<file path="src/rtl/uartlite_tx_master.sv">
// uartlite_tx_master
//   AXI4-Lite initiator that moves bytes from the stdout stream into the
//   Xilinx AXI UART Lite TX FIFO. Bytes are buffered locally. For each byte
//   the block polls STAT (0x8) until TX_FULL (bit 3) is clear, writes the byte
//   to TX FIFO (0x4), waits for BRESP and then pops it. Optionally, a single
//   CTRL (0xC) = 0x3 write after reset clears the UART FIFOs.
//   Only one AXI transaction is outstanding at a time.
// Ports
//   clk, rst_n              clock, asynchronous active-low reset
//   s_data_i/valid/ready    byte input stream (registered ready)
//   m_aw*/m_w*/m_b*         AXI4-Lite write channels
//   m_ar*/m_r*              AXI4-Lite read channels (STAT polling only)
//   busy_o                  bytes pending or a transaction in flight
//   err_o                   sticky: any non-OKAY BRESP/RRESP seen
module uartlite_tx_master #(
  parameter int FIFO_DEPTH       = 8,
  parameter bit INIT_RESET_FIFOS = 1'b1
) (
  input  logic        clk,
  input  logic        rst_n,
  input  logic [7:0]  s_data_i,
  input  logic        s_valid_i,
  output logic        s_ready_o,
  output logic [3:0]  m_awaddr_o,
  output logic        m_awvalid_o,
  input  logic        m_awready_i,
  output logic [31:0] m_wdata_o,
  output logic [3:0]  m_wstrb_o,
  output logic        m_wvalid_o,
  input  logic        m_wready_i,
  input  logic [1:0]  m_bresp_i,
  input  logic        m_bvalid_i,
  output logic        m_bready_o,
  output logic [3:0]  m_araddr_o,
  output logic        m_arvalid_o,
  input  logic        m_arready_i,
  input  logic [31:0] m_rdata_i,
  input  logic [1:0]  m_rresp_i,
  input  logic        m_rvalid_i,
  output logic        m_rready_o,
  output logic        busy_o,
  output logic        err_o
);
  localparam int AW = $clog2(FIFO_DEPTH);
  localparam logic [AW:0] FULL_CNT = (AW+1)'(FIFO_DEPTH);

  localparam logic [2:0] S_INIT = 3'd0;
  localparam logic [2:0] S_IDLE = 3'd1;
  localparam logic [2:0] S_AR   = 3'd2;
  localparam logic [2:0] S_R    = 3'd3;
  localparam logic [2:0] S_AW_W = 3'd4;
  localparam logic [2:0] S_B    = 3'd5;

  typedef struct packed {
    logic [3:0]  addr;
    logic [31:0] data;
  } wr_req_t;

  logic [2:0]    state, state_n;
  logic [7:0]    mem [FIFO_DEPTH];
  logic [AW-1:0] wr_ptr, rd_ptr;
  logic [AW:0]   count, count_n;
  logic          init_pending, init_pending_n;
  logic          aw_done, w_done;
  logic          s_ready_q, busy_q, err_q;
  logic [3:0]    araddr_q;
  wr_req_t       wr_q;
  logic          push, pop, aw_hs, w_hs, b_hs, r_hs;
  logic          unused_rdata;

  assign unused_rdata = ^{m_rdata_i[31:4], m_rdata_i[2:0]};

  // Valid/ready outputs decode registered state only, so reset drops them
  // asynchronously together with the state register.
  assign m_arvalid_o = (state == S_AR);
  assign m_rready_o  = (state == S_R);
  assign m_awvalid_o = (state == S_AW_W) && !aw_done;
  assign m_wvalid_o  = (state == S_AW_W) && !w_done;
  assign m_bready_o  = (state == S_B);
  assign m_awaddr_o  = wr_q.addr;
  assign m_wdata_o   = wr_q.data;
  assign m_wstrb_o   = 4'hF;
  assign m_araddr_o  = araddr_q;
  assign s_ready_o   = s_ready_q;
  assign busy_o      = busy_q;
  assign err_o       = err_q;

  assign aw_hs = m_awvalid_o & m_awready_i;
  assign w_hs  = m_wvalid_o & m_wready_i;
  assign r_hs  = m_rready_o & m_rvalid_i;
  assign b_hs  = m_bready_o & m_bvalid_i;
  assign push  = s_valid_i & s_ready_q;
  // The CTRL write borrows AW_W/B but has no FIFO entry behind it.
  assign pop   = b_hs & !init_pending;

  assign count_n        = count + (AW+1)'(push) - (AW+1)'(pop);
  assign init_pending_n = init_pending & !b_hs;

  always_comb begin
    state_n = state;
    case (state)
      S_INIT: state_n = S_AW_W;
      S_IDLE: if (count != '0) state_n = S_AR;
      S_AR:   if (m_arready_i) state_n = S_R;
      S_R:    if (m_rvalid_i) begin
                if (m_rresp_i != 2'b00 || m_rdata_i[3]) state_n = S_AR;
                else                                    state_n = S_AW_W;
              end
      S_AW_W: if ((aw_done || aw_hs) && (w_done || w_hs)) state_n = S_B;
      S_B:    if (m_bvalid_i) state_n = S_IDLE;
      default: state_n = S_IDLE;
    endcase
  end

  always_ff @(posedge clk) begin
    if (push) mem[wr_ptr] <= s_data_i;
  end

  always_ff @(posedge clk or negedge rst_n) begin
    if (!rst_n) begin
      state        <= INIT_RESET_FIFOS ? S_INIT : S_IDLE;
      init_pending <= INIT_RESET_FIFOS;
      wr_ptr       <= '0;
      rd_ptr       <= '0;
      count        <= '0;
      aw_done      <= 1'b0;
      w_done       <= 1'b0;
      wr_q         <= '0;
      araddr_q     <= 4'h0;
      s_ready_q    <= 1'b0;
      busy_q       <= 1'b0;
      err_q        <= 1'b0;
    end else begin
      state        <= state_n;
      init_pending <= init_pending_n;
      count        <= count_n;
      if (push) wr_ptr <= wr_ptr + AW'(1);
      if (pop)  rd_ptr <= rd_ptr + AW'(1);
      aw_done <= (state == S_AW_W) && (aw_done || aw_hs);
      w_done  <= (state == S_AW_W) && (w_done || w_hs);
      // Head is stable until the pop in B, so latch the beat on entry.
      if (state_n == S_AW_W && state != S_AW_W)
        wr_q <= init_pending ? wr_req_t'{addr: 4'hC, data: 32'h3}
                             : wr_req_t'{addr: 4'h4, data: {24'h0, mem[rd_ptr]}};
      if (state_n == S_AR) araddr_q <= 4'h8;
      if ((r_hs && m_rresp_i != 2'b00) || (b_hs && m_bresp_i != 2'b00))
        err_q <= 1'b1;
      s_ready_q <= (count_n != FULL_CNT) && !init_pending_n;
      busy_q    <= (count_n != '0) || (state_n != S_IDLE);
    end
  end
endmodule

</file>
<file path="config.mk">
export PLATFORM = sky130hd
export DESIGN_NAME = uartlite_tx_master
export DESIGN_NICKNAME = d
export VERILOG_FILES = /design/src/rtl/uartlite_tx_master.sv
export SDC_FILE = /design/constraint.sdc
export NUM_CORES = 1
export LEC_CHECK = 0
export ABC_AREA = 1
export CORE_ASPECT_RATIO = 0.75
export CORE_UTILIZATION = 40
export DETAILED_ROUTE_END_ITERATION = 7
export PLACE_DENSITY = 0.77
export SYNTH_ARGS = -nofsm -noshare
export SYNTH_HDL_FRONTEND = slang
export SYNTH_SLANG_ARGS = --single-unit
</file>
<file path="constraint.sdc">
create_clock -name clk -period 2.7 [get_ports clk]
set_clock_uncertainty 0.05 [all_clocks]
set_input_delay 0.405 -clock clk [delete_from_list [all_inputs] [get_ports clk]]
set_output_delay 0.405 -clock clk [all_outputs]
set_load 0.01 [all_outputs]
</file>
# Word level (Yosys, flattened, before mapping)
# Memories as Yosys holds them, arrays and structs flattened.
# Cells that the tools add are included.
# Widths: inputs -> output; s select.
[word_totals]
ff_bits = 56
mem_bits_rw = 64
in_bits = 52
output_inout_bits = 52
wordCells = 69
mem_count = 1
[mem_list]
columns = ["memory", "words", "width", "read_ports", "rd_ports_with_merged_regs", "wr", "line", "text"]
rows = [
  ["mem", 8, 8, 1, 0, 1, "60", "logic [7:0] mem [FIFO_DEPTH];"],
]
[op_classes]
addsub = 4
n_eq_ne = 10
n_mux = 10
n_bitwise = 7
n_reduce_logical = 24
[ops]
columns = ["op", "n"]
rows = [
  ["$mux 36", 1],
  ["$mux 3", 6],
  ["$pmux 3 s6", 1],
  ["$eq 3x2->1 const B", 3],
  ["$eq 3x3->1 const B", 3],
  ["$logic_and 1x1->1", 9],
  ["$reduce_bool 4->1", 2],
  ["$and 1x1->1", 7],
  ["$add 3x1->3 const B", 2],
  ["$logic_not 1->1", 5],
  ["$logic_or 1x1->1", 5],
  ["$add 4x1->4", 1],
  ["$ne 4x4->1 const B", 1],
  ["$reduce_bool 2->1", 2],
  ["$sub 4x1->4", 1],
  ["$eq 3x1->1 const B", 1],
  ["$logic_not 3->1", 1],
  ["$ne 3x1->1 const B", 1],
  ["$ne 3x3->1 const B", 1],
  ["$mux 1", 2],
]

# Depth between registers and ports, before layout
# Gate-level depths: netlist of run 1.
[depth]
ltp_word = 9
mapped_depth = 18
mapped_depth_nobuf = 18

# Worst setup path before layout of run 1
# OpenSTA, ideal clock, no wires.
[synth_path]
path_type = "reg-to-reg"
from = "reg state[2]"
to = "reg s_ready_q (netlist: s_ready_o)"
setup_time_ps = 113
arrival_ps = 2291
t_required_ps = 2537
setup_slack_ps = 247
path_stages_with_launch = 15
n_path_buf = 0
synth_period_minus_slack_ps = 2453
path_cell_list = "dfrtp_1 > inv_2 > nor2_2 > nand3_1 > inv_1 > ha_1 > inv_1 > ha_1 > inv_1 > fa_1 > inv_1 > nor3_1 > nand2_1 > nand2_1 > inv_1"
[synth_via]
elab_chain_cells = 6
word_cells_on_any_way = 9
classes_between = "add/sub (1); eq/ne (2); bitwise (3); reduce/logical (3)"
[synth_rtl]
columns = ["item", "line", "text"]
rows = [
  ["start: declaration", "59", "logic [2:0] state, state_n;"],
  ["start signal: assignment", "121", "state <= INIT_RESET_FIFOS ? S_INIT : S_IDLE;"],
  ["start signal: assignment", "134", "state <= state_n;"],
  ["$eq 3x3->1", "79", "assign m_bready_o = (state == S_B);"],
  ["named net m_bready_o", "33", "output logic m_bready_o,"],
  ["$and 1x1->1", "91", "assign b_hs = m_bready_o & m_bvalid_i;"],
  ["$and 1x1->1", "94", "assign pop = b_hs & !init_pending;"],
  ["named net pop", "68", "logic push, pop, aw_hs, w_hs, b_hs, r_hs;"],
  ["$sub 4x1->4", "96", "assign count_n = count + (AW+1)'(push) - (AW+1)'(pop);"],
  ["named net count_n[1]", "62", "logic [AW:0] count, count_n;"],
  ["$ne 4x4->1", "148", "s_ready_q <= (count_n != FULL_CNT) && !init_pending_n;"],
  ["$logic_and 1x1->1", "148", ""],
  ["end signal: assignment", "148", ""],
  ["end: declaration", "65", "logic s_ready_q, busy_q, err_q;"],
]
# The timed path passes the listed nets, and every way through them passes these cells.
# A chain may end at the register's enable or synchronous reset.

# Final worst setup path of run 1
[layout_path]
from = "reg state[1]"
to = "reg s_ready_q (netlist: s_ready_o)"
[layout_via]
elab_chain_cells = 6
word_cells_on_any_way = 9
classes_between = "add/sub (1); eq/ne (2); bitwise (3); reduce/logical (3)"
[layout_rtl]
columns = ["item", "line"]
rows = [
  ["$eq 3x3->1", "79"],
  ["$and 1x1->1", "91"],
  ["$and 1x1->1", "94"],
  ["named net pop", "68"],
  ["$sub 4x1->4", "96"],
  ["named net count_n[1]", "62"],
  ["$ne 4x4->1", "148"],
  ["$logic_and 1x1->1", "148"],
]
# The timed path passes the listed nets, and every way through them passes these cells.

==> metrics.cfg, run 1 <==
[sta]
tightestPinTransition_ns = 0.589
finalCritPeriodShare_pct = 93.2
hold_slack_ns = 0.407
worst_slack_ns = 0.183
setup_tns_ns = 0
period_needed_ns = 2.52
hold_violations = 0
setup_viol = 0
relSlewSlack_pct = 60.7
max_freq_ghz = 0.397
drv_slew = 0

[logic_synthesis]
synthTopCellsByArea = edfxtp_1 (44%), dfrtp_1 (17%), nand2_1 (10%)
yosysTopAreaCellShare_pct = 44.4
ys_types = 29
yosys_register_bits = 94
yosys.area.top_type = edfxtp_1
synthCells = 436
async_flop_share_pct = 31.9
synthTopCellsByCount = nand2_1 (118), edfxtp_1 (64), nor2_1 (50), inv_1 (43), buf_4 (33)
synth_seq_area_share_pct = 61.8
ys_warn_count = 0
syn_area_mm2 = 0.00432
dominantRegCellSynth = edfxtp_1
avgSynthCellArea_um2 = 9.92
synth_edf_count = 64
synth_most_common_cell = nand2_1

[critical_path]
crit_chain = inv_1, nand2_1, nor2_4, nand3_1, inv_1, ha_1, inv_1, ha_1, inv_1, fa_1, inv_1, nor3_2, nand2_1, nand2_1, inv_1
criticalPathCategory = flop to flop
crit_fanout = 5
cp-start-kind = flop
worstPathRequired_ns = 2.89
path_depth = 15
rr_startpoint = state[1]$_DFF_PN0_
critPathTopFamily = adder cells
max_stage_delay_ns = 0.47
cp_common_cell = inv_1
crit_path_end_kind = flop
crit_buf_inv = 6
worstReg2RegEnd = s_ready_o$_DFF_PN0_
cp.arrival_ns = 2.71
rrSetupSlack_ns = 0.18
slowest_stage = fa_1
reg2reg_depth = 15

[clocking]
cts_num_sinks = 94
clk_pin_slew_ns = 0.06
cts_root_buffer = clkbuf_16
clk_path_buf_depth = 2
cts_tree = done
cts_hold_buf = 0
clk_latency_ns = 0.34
cts_buffers = 9
cts.htree.levels = 3

[detailed_routing]
routed_wl_mm = 8.55
viasPerCell = 4.67
via_count = 2978
drc_errors = 0
wl_per_cell_um = 13.4
first_pass_iters = 5
drt-initial-drc-count = 153
ant_nets = 0

[die]
dieArea_mm2 = 0.0112
start_util_pct = 41.5
top_level_ports = 104
die_height_um = 92.0
num_rows = 32
core_mm2 = 0.0104
die_width_um = 122

[cells_and_area]
fin_util_pct = 49.9
fin_cells = 638
final_area_mm2 = 0.00519
diodes = 0
area_growth_pct = 20.1
drive_above_1_share_pct = 10.2
nets = 557

[power]
p_per_area_mw_per_mm2 = 1050
p_leak_nw = 2.31
power.total_mw = 5.43
irDropWorstVdd_uv = 441

[global_routing]
antenna_found_initial = 0
grt_pass1_wl_mm = 14.1
grt_overflow = 0
grt_max_degree = 34
grt_usage_pct = 17.0
met2_usage_pct = 27.9
use_met1_pct = 20.7
top_usage_layer = met2
grtUsageMet3_pct = 4.73
grt_pass1_vias = 2988

[placement]
place_area_mm2 = 0.00489
place_inst = 622
dp_slack_ns = -0.0585
portBuffers = 39
place_hpwl_mm = 5.82
gp_congestion = 0.814

[worst_hold_path]
worstHoldPathType = primary input to async pin

[job]
drv_cap = 0

[outcome]
run_status = complete, no violations

==> routing by layer <==
layer	wire length, µm	vias up	share of wire (%)
met2	4070	120	48
met3	616	15	7.2
met5	0	-	0
met4	187	0	2.2
li1	-	1462	-
met1	3670	1381	43
==> worst max-delay path by stage <==
stage / from / end / slack, ns
floorplan: state[2]$_DFF_PN0_ / s_ready_o$_DFF_PN0_ / 0.25
global placement: m_bvalid_i / s_ready_o$_DFF_PN0_ / -0.009
detailed placement: m_bvalid_i / s_ready_o$_DFF_PN0_ / -0.06
CTS: state[1]$_DFF_PN0_ / s_ready_o$_DFF_PN0_ / 0.09
global route: state[1]$_DFF_PN0_ / s_ready_o$_DFF_PN0_ / -0.02
finish: state[1]$_DFF_PN0_ / s_ready_o$_DFF_PN0_ / 0.18
==> cell usage in the layout (no fill, tap or decap), types with 2 or more instances in the layout <==
master and n:
dfrtp_1 29, o21ai_0 22, nor2_4 3, clkinv_4 2
conb_1 33, inv_1 43, buf_4 21, ha_1 7
edfxtp_1 64, nor2_2 4, nand2_1 118, nor2_1 50
clkdlybuf4s50_1 39, clkbuf_1 2, xor2_1 3, clkbuf_16 9
nand3_1 30, a21oi_1 5
==> logic make-up after synthesis <==
kind of cell	Yosys count	share of synthesized area (%)
AOI/OAI and AO/OA	28	3.30
xor gates and xnor gates	4	0.810
adders and majority gates	8	2.49
buffers and inverters	87	10.5
DFF	94	61.8
other	2	0.174
and+or+nand+nor	213	20.9
==> sequential cells by signal, indices dropped and copies added (netlist names) <==
signal	flops
w_done	1
busy_o	1
m_awaddr_o	2
m_araddr_o	1
state	3
m_wdata_o	8
count	4
err_o	1
init_pending	1
aw_done	1
mem	64
wr_ptr	3
s_ready_o	1
rd_ptr	3
==> where the power goes <==
group          switching (mW)  internal (mW)
clock                   0.498          0.718
sequential              0.160           1.87
combinational            1.36          0.829
==> what timing repair did <==
item / in CTS / in global routing
gates resized for setup: 0 / 2
setup endpoints to repair: 0 / 2
buffers inserted: 0 / 0
==> layout make-up <==
type,instances,area (µm²)
inverter,45,169
clock inverter,5,60.1
multi-input combinational,286,1320
clock buffer,11,233
sequential,94,2670
timing repair buffer,61,568
tap,136,170
fill,953,5220
(Power assumes the default switching activity.)
==> run 2, diff against run 1 <==
Settings changed: CAP_MARGIN set to 20, CORE_ASPECT_RATIO 0.75 to 0.6.
==> run 2 against run 1 <==
  * Critical path depth unchanged
  * Core utilization is 1.1 points higher
  * Combinational power hardly changed
  * Cell area decreased by 0.17%
  * Highest routed layer unchanged
  * Largest cell class unchanged
  * Die area barely moved
==> metrics.cfg, run 2 (synthesis results as in run 1) <==
[critical_path]
criticalPathCategory = flop to flop
endpoint = s_ready_o$_DFF_PN0_
worstSetupStartpoint = state[1]$_DFF_PN0_
cp-start-kind = flop
rrSetupSlack_ns = 0.21
worstPathRequired_ns = 2.89
worstReg2RegEnd = s_ready_o$_DFF_PN0_
reg2reg_depth = 15
crit_fanout = 5
cp.arrival_ns = 2.68
crit_path_end_kind = flop
rr_startpoint = state[1]$_DFF_PN0_

[cells_and_area]
drive_above_1_share_pct = 10.7
regMostFlops = mem
fin_cells = 638
nets = 558
final_common_cell = nand2_1
area_growth_pct = 19.9
final_cell_mix = nand2_1 (118), edfxtp_1 (64), nor2_1 (50)
diodes = 0
largest_reg_flops = 64

[job]
drv_cap = 0

[sta]
period_needed_ns = 2.49
setup_viol = 0
relSlewSlack_pct = 56.7
hold_violations = 0
max_freq_ghz = 0.402
tightestPinTransition_ns = 0.649
finalCritPeriodShare_pct = 92.2
drv_slew = 0

[clocking]
cts_root_buffer = clkbuf_16
clk_path_buf_depth = 2
cts_num_sinks = 94
clk_pin_slew_ns = 0.07
cts_tree = done
clk_latency_ns = 0.35
cts_buffers = 9
cts.htree.levels = 3

[detailed_routing]
first_pass_iters = 5
routed_wl_mm = 8.76
drc_errors = 0
via_count = 2959
viasPerCell = 4.64
drt-initial-drc-count = 214
wl_per_cell_um = 13.7
ant_nets = 0

[global_routing]
grt_pass1_wl_mm = 14.0
grt_pass1_vias = 2699
antenna_found_initial = 0
grt_overflow = 0
grt_max_degree = 34
grt_usage_pct = 17.1

[die]
top_level_ports = 104
core_mm2 = 0.0102
die_width_um = 136
die_height_um = 82.5
start_util_pct = 42.6
dieArea_mm2 = 0.0112
num_rows = 28

[power]
p_int_mw = 3.41
p_switching_mw = 2.07
irDropWorstVdd_uv = 465
pwr-share-seq_pct = 37.0
combPwrFrac_pct = 40.5
p_leak_nw = 2.30
p_per_area_mw_per_mm2 = 1050
p_clk_share_pct = 22.5
power.total_mw = 5.47
switching_share_pct = 37.8

[placement]
portBuffers = 39
gp_congestion = 0.770
place_inst = 620
place_hpwl_mm = 6.28

[outcome]
run_status = complete, no violations

[worst_hold_path]
worstHoldPathType = primary input to async pin

run 2: cell count changes in the layout (fill, tap and decap cells not counted), sizes merged:
cell	delta
buf	+1
clkbuf	-2
inv	+1
clkinv	+1
run 2: layer usage:
metal	track usage [%]	wire length (µm)
met5	0	0
met3	5.62	822
met1	23.1	4170
met2	26.1	3710
met4	5.11	67
run 2: layout make-up:
cell class	count	area [µm²]
Sequential cell	94	2680
Inverter	45	169
Multi-Input combinational cell	286	1320
Tap cell	135	169
Clock inverter	7	63.8
Timing Repair Buffer	62	563
Clock buffer	9	225
Fill cell	878	4970
run 2: how the worst min path moves through the flow:
stage	end	slack [ns]
5_1_grt	aw_done$_DFF_PN0_	0.43
2_1_floorplan	aw_done$_DFF_PN0_	0.06
3_5_place_dp	m_awaddr_o[2]$_DFFE_PN0P_	0.40
4_1_cts	aw_done$_DFF_PN0_	0.40
3_3_place_gp	m_awaddr_o[2]$_DFFE_PN0P_	0.40
6_report	w_done$_DFF_PN0_	0.38
run 2: critical path, cell delays in order, from the launching register on:
cell,delay (ns)
dfrtp_2,0.44
inv_1,0.06
nand2_1,0.10
nor2_4,0.15
nand3_1,0.11
inv_2,0.08
ha_1,0.23
inv_1,0.06
ha_1,0.15
inv_1,0.06
fa_1,0.49
inv_1,0.06
nor3_2,0.18
nand2_1,0.07
nand2_1,0.05
inv_1,0.04
run 2: per-stage QoR:
step	hold slack (ns)	cell area, µm²	util [%]	worst slack [ns]	TNS (ns)
3_5_place_dp	0.401	4870	47.9	-0.0548	-0.0691
6_report	0.384	5190	51.0	0.210	0
2_1_floorplan	0.0594	4440	-	0.247	0
4_1_cts	0.396	5160	50.8	0.0807	0
5_1_grt	0.431	5190	51.0	-0.00247	-0.00247
3_3_place_gp	0.395	4870	47.9	0.0187	0
run 2: power by group through the flow:
stage                     Sequential (mW)  Clock (mW)  Combinational [mW]
after floorplan                      2.06           0                1.41
after global placement               2.03           0                2.08
after detailed placement             2.05           0                2.17
after CTS                            2.03        1.26                2.18
after global routing                 2.06        1.32                2.53
final                                2.03        1.23                2.21
run 2: repair_timing:
item,CTS,global route
endpoints found under the setup margin,0,2
setup buffers,0,2
gates resized for setup,0,4
hold buffers,0,0
==> run 3, diff against run 2 <==
Settings changed: SLEW_MARGIN set to 20.
==> results of run 3 <==
No change in the layout: final DEF, timing and power equal those of run 2.
